<file path="config.mk">
export PLATFORM = sky130hd
export DESIGN_NAME = mem_bus_arbiter
export DESIGN_NICKNAME = d
export VERILOG_FILES = /design/src/rtl/mem_arb_pkg.sv /design/src/rtl/mem_arb_grant.sv /design/src/rtl/mem_bus_arbiter.sv
export SDC_FILE = /design/constraint.sdc
export NUM_CORES = 1
export LEC_CHECK = 0
export CAP_MARGIN = 15
export CELL_PAD_IN_SITES_DETAIL_PLACEMENT = 0
export CELL_PAD_IN_SITES_GLOBAL_PLACEMENT = 1
export CORE_MARGIN = 2
export CORE_UTILIZATION = 23
export DETAILED_ROUTE_END_ITERATION = 8
export HOLD_SLACK_MARGIN = 0.12
export PLACE_DENSITY = 0.84
export SLEW_MARGIN = 20
export SYNTH_ARGS = -nofsm -noshare
export SYNTH_HDL_FRONTEND = slang
export SYNTH_HIERARCHICAL = 1
export SYNTH_SLANG_ARGS = --single-unit
</file>
<file path="constraint.sdc">
create_clock -name clk -period 2.51 [get_ports clk]
set_input_delay 0.6275 -clock clk [delete_from_list [all_inputs] [get_ports clk]]
set_output_delay 0.6275 -clock clk [all_outputs]
set_load 0.01 [all_outputs]
</file>
<file path="src/rtl/mem_arb_pkg.sv">
// Shared types and constants for the instruction/data memory-port arbiter.
package mem_arb_pkg;

  typedef enum logic [2:0] {
    IDLE = 3'b001,
    REQ  = 3'b010,
    RSP  = 3'b100
  } state_t;

  localparam logic OWN_I   = 1'b0;
  localparam logic OWN_D   = 1'b1;

  localparam logic KIND_RD = 1'b0;
  localparam logic KIND_WR = 1'b1;

endpackage

</file>
<file path="src/rtl/mem_arb_grant.sv">
// Two-requester grant logic: fixed data-over-fetch priority, or round-robin
// when MEM_ARB_RR_EN is defined (ptr names the side that wins a tie).
module mem_arb_grant
  import mem_arb_pkg::*;
(
  input  logic i_req,
  input  logic d_req,
`ifdef MEM_ARB_RR_EN
  input  logic ptr,
`endif
  output logic i_gnt,
  output logic d_gnt
);

  always_comb begin
    d_gnt = d_req;
    i_gnt = i_req & ~d_req;
`ifdef MEM_ARB_RR_EN
    if (i_req && d_req && ptr == OWN_I) begin
      i_gnt = 1'b1;
      d_gnt = 1'b0;
    end
`endif
  end

endmodule

</file>
<file path="src/rtl/mem_bus_arbiter.sv">
// Shares one memory port between the fetch and load/store channels, one
// transaction in flight. MEM_ARB_RR_EN selects round-robin arbitration.
module mem_bus_arbiter
  import mem_arb_pkg::*;
#(
  parameter int ADDR_W = 32,
  parameter int DATA_W = 32
) (
  input  logic                clk,
  input  logic                rst,
  input  logic [ADDR_W-1:0]   i_addr,
  input  logic                i_req_valid,
  output logic                i_req_ready,
  output logic [DATA_W-1:0]   i_rdata,
  output logic                i_rvalid,
  input  logic                i_rready,
  input  logic [ADDR_W-1:0]   d_addr,
  input  logic                d_wen,
  input  logic                d_ren,
  input  logic [DATA_W-1:0]   d_wdata,
  input  logic [DATA_W/8-1:0] d_strb,
  output logic                d_req_ready,
  output logic [DATA_W-1:0]   d_rdata,
  output logic                d_rvalid,
  input  logic                d_rready,
  output logic [ADDR_W-1:0]   m_addr,
  output logic                m_wen,
  output logic                m_ren,
  output logic [DATA_W-1:0]   m_wdata,
  output logic [DATA_W/8-1:0] m_strb,
  input  logic                m_req_ready,
  input  logic [DATA_W-1:0]   m_rdata,
  input  logic                m_rvalid,
  output logic                m_rready,
  output logic                busy
);

  state_t              state_q, state_d;
  logic [ADDR_W-1:0]   addr_q;
  logic [DATA_W-1:0]   wdata_q;
  logic [DATA_W/8-1:0] strb_q;
  logic                kind_q;
  logic                owner_q;
  logic                i_gnt, d_gnt, accept;

`ifdef MEM_ARB_RR_EN
  logic ptr_q;

  always_ff @(posedge clk) begin
    if (rst)         ptr_q <= OWN_D;
    else if (accept) ptr_q <= d_gnt ? OWN_I : OWN_D;
  end
`endif

  mem_arb_grant u_grant (
    .i_req (i_req_valid),
    .d_req (d_wen | d_ren),
`ifdef MEM_ARB_RR_EN
    .ptr   (ptr_q),
`endif
    .i_gnt (i_gnt),
    .d_gnt (d_gnt)
  );

  // Readies are masked during reset so nothing is handshaken on a cycle
  // whose state update the reset will discard.
  assign i_req_ready = (state_q == IDLE) & ~rst & i_gnt;
  assign d_req_ready = (state_q == IDLE) & ~rst & d_gnt;
  assign accept      = i_req_ready | d_req_ready;

  always_ff @(posedge clk) begin
    if (rst) begin
      state_q <= IDLE;
      addr_q  <= '0;
      wdata_q <= '0;
      strb_q  <= '0;
      kind_q  <= KIND_RD;
      owner_q <= OWN_I;
    end else begin
      state_q <= state_d;
      if (accept) begin
        addr_q  <= d_gnt ? d_addr : i_addr;
        wdata_q <= d_gnt ? d_wdata : '0;
        strb_q  <= d_gnt ? d_strb : '0;
        kind_q  <= (d_gnt && d_wen) ? KIND_WR : KIND_RD;
        owner_q <= d_gnt ? OWN_D : OWN_I;
      end
    end
  end

  always_comb begin
    state_d  = state_q;
    m_wen    = 1'b0;
    m_ren    = 1'b0;
    m_rready = 1'b0;
    i_rvalid = 1'b0;
    d_rvalid = 1'b0;
    unique case (state_q)
      IDLE: if (accept) state_d = REQ;
      REQ: begin
        m_wen = (kind_q == KIND_WR);
        m_ren = (kind_q == KIND_RD);
        if (m_req_ready) state_d = (kind_q == KIND_WR) ? IDLE : RSP;
      end
      RSP: begin
        m_rready = (owner_q == OWN_D) ? d_rready : i_rready;
        i_rvalid = (owner_q == OWN_I) & m_rvalid;
        d_rvalid = (owner_q == OWN_D) & m_rvalid;
        if (m_rvalid && m_rready) state_d = IDLE;
      end
      default: state_d = IDLE;
    endcase
  end

  assign m_addr  = addr_q;
  assign m_wdata = wdata_q;
  assign m_strb  = strb_q;
  assign i_rdata = m_rdata;
  assign d_rdata = m_rdata;
  assign busy    = (state_q != IDLE);

endmodule

</file>
==> summary.txt <==
Status
  – Outcome: finished, final reports clean

Synthesis
  – Mapped Avg Cell Area: 9.81 sq um
  – Ys Warns: 6
  – Share of the yosys chip area belonging to registers: 0.405
  – Mapped Nets: 509
  – Area contributors post-synth: dfxtp_1, buf_4, mux2i_1
  – Post-synth top area cell: dfxtp_1
  – Async S/R FF share, synth: 0
  – #FFs+latches synth: 73
  – Share of the synthesized area in the top cell type: 0.405
  – Syn Inst Count: 368
  – Cell variety after synth: 29
  – Post-synth EDFFs: 0
  – Synth Flop Type: dfxtp_1
  – Post-Syn Area: 0.00361 sq mm

Clock tree
  – Total CTS buffers: 9
  – Clock Tree Buf Depth: 2
  – CTS tree: built
  – Worst skew pair latency: 330 ps
  – Clock input transition at the sequential cells of the worst setup and hold paths: 60 ps
  – Clock root cell: clkbuf_16
  – CTS H-Tree Depth: 3
  – Sinks on Clock Net: 73

Timing
  – Worst Skew: 6.54 ps
  – Final setup vio count: 0
  – RSZ-0062 raised after global routing: yes
  – Worst Tran Pin Value: 899 ps
  – Tcrit/Tclk final: 0.990
  – Count of pins over their slew limit: 0
  – Achievable Freq: 403 MHz
  – Setup TNS Final: 0 ps
  – Tmin final: 2480 ps
  – Hold Fails Final Rpt: 0
  – WHS: 495 ps
  – Slew headroom: 0.401

Worst hold path
  – Worst hold endpoint: m_addr[3]
  – Hold depth: 2
  – HP Start: m_addr[3]
  – HP Class: flip-flop to flip-flop

Drt
  – Post-Route WL: 9.92 mm
  – Router iterations before antenna repair: 4
  – Routed Antenna Nets: 0
  – # DRC: 0
  – Vias: 3023
  – Routed WL per cell: 14.0 um
  – Via/cell ratio: 4.28
  – Iter 0 DRT Violations: 118

Cells and area
  – Most frequent cells in the layout: clkdlybuf4s50_1, dfxtp_1, nor2_1
  – Final core area utilization: 0.365
  – Post-layout nets: 630
  – Design area: 0.00557 sq mm
  – Layout cells sized above 1: 0.166
  – # fillers: 1496
  – Commonest non-fill, non-tap cell in the layout: clkdlybuf4s50_1
  – Synthesis-to-layout area growth: 54.4%

Setup path
  – Crit Reg-Reg Endpoint: m_wdata[21]
  – Crit. End Element: primary output
  – R2R Setup Slk: 900 ps
  – Worst r2r src: state_q[0]
  – Max Fanout on Critical Path: 7
  – CP Data Required Time: 1880 ps
  – Critical Path AT: 1860 ps
  – Origin of the worst setup path: state_q[2]
  – Worst Path Class, Setup: flip-flop to primary output
  – Reg2Reg Depth: 5
  – Crit start category: flip-flop

Floorplanning
  – Die Area: 0.0167 sq mm
  – Ports: 281
  – Die Y: 129 um
  – Die span in x: 129 um
  – Initial Util: 0.237
  – Placement Rows: 45
  – Core area: 0.0153 sq mm

Power
  – Cell Pwr Density: 792 mW/mm^2
  – Static Leak: 2.16 nW
  – Peak VDD IR: 422 uV

Global route
  – GRT Total Usage: 0.119
  – Initial antenna violation count: 1
  – Pin count of the biggest net entering global routing: 74
  – GRT Residual Overflow: 0
  – Vias in the first global route: 3035
  – First-pass GRT wire length: 15.3 mm

Run
  – Max-cap violations: 0

Placed design
  – Dpl hpwl: 7.43 mm
  – Gpl congestion: 0.716
  – Placed Area: 0.00518 sq mm
  – Port Buf Inserts: 184
synthesized netlist by cell type, types with 3 or more instances:
master and instances:
dfxtp_1 73, buf_4 69, nor2_1 57, a22oi_1 38
mux2i_1 33, a211oi_2 20, nor2_2 18, a211oi_1 13
buf_2 8, clkbuf_1 7, buf_6 4, nand2_1 3
nor3b_1 3
metrics by stage:
stage	power, mW	setup slack, ps	instances
global placement	2.90	-546	687
detailed placement	2.93	-604	687
finish	4.41	25.5	706
CTS	4.49	10.1	703
floorplan	2.36	339	368
global route	4.69	-105	706
report_power, final:
| group | total, mW | switching (mW) | internal [mW] |
|---|---|---|---|
| Combinational | 1.44 | 0.638 | 0.805 |
| Clock | 1.51 | 0.479 | 1.03 |
| Sequential | 1.47 | 0.115 | 1.35 |
final cells by class:
type	count	area, sq um	area share
repair buffers	202	2010	0.361
multi-input cells	201	1470	0.264
inverters	2	7.51	0.00135
diodes	1	2.50	0.000449
well taps	211	264	0.0474
clock inverters	4	98.8	0.0177
flip-flops and latches	73	1460	0.262
clock buffers	12	256	0.0460
worst max-delay path by stage:
stage | end | slack (ps) | cells past startpoint
finish | d_rvalid | 30 | 3
global placement | i_req_ready | -550 | 6
floorplan | d_req_ready | 340 | 5
CTS | i_req_ready | 10 | 6
detailed placement | i_req_ready | -600 | 6
global route | busy | -100 | 4
logic make-up after synthesis:
family,after synthesis,share of synthesized area
AND/OR/NAND/NOR,89,0.118
flip-flops,73,0.405
multiplexers,33,0.0915
buffers and inverters,94,0.193
AO/OA/AOI/OAI,79,0.193
registers in the layout, summed over array words and instances (netlist names):
register	cells
kind_q	1
m_wdata	32
owner_q	1
m_strb	4
state_q	3
m_addr	32
critical path, cell delays in order, from the launching register on:
cell	delay (ps)
dfxtp_1	440
nor3b_2	340
and3_1	210
clkdlybuf4s50_1	530
repair_timing:
action	4_1_cts	5_1_grt
setup endpoints to repair	31	33
gates resized for setup	14	4
pin swaps	1	2
setup buffers	0	2
hold buffers	0	0
layer usage:
metal  track usage  part of all wire  up-vias
met5             0                 0        -
met4        0.0537             0.035        0
met3        0.0557             0.096       33
met2         0.200              0.48      141
met1         0.127              0.39     1387
li1              -                 -     1462
Note: power is estimated with default switching activity, not from simulation.
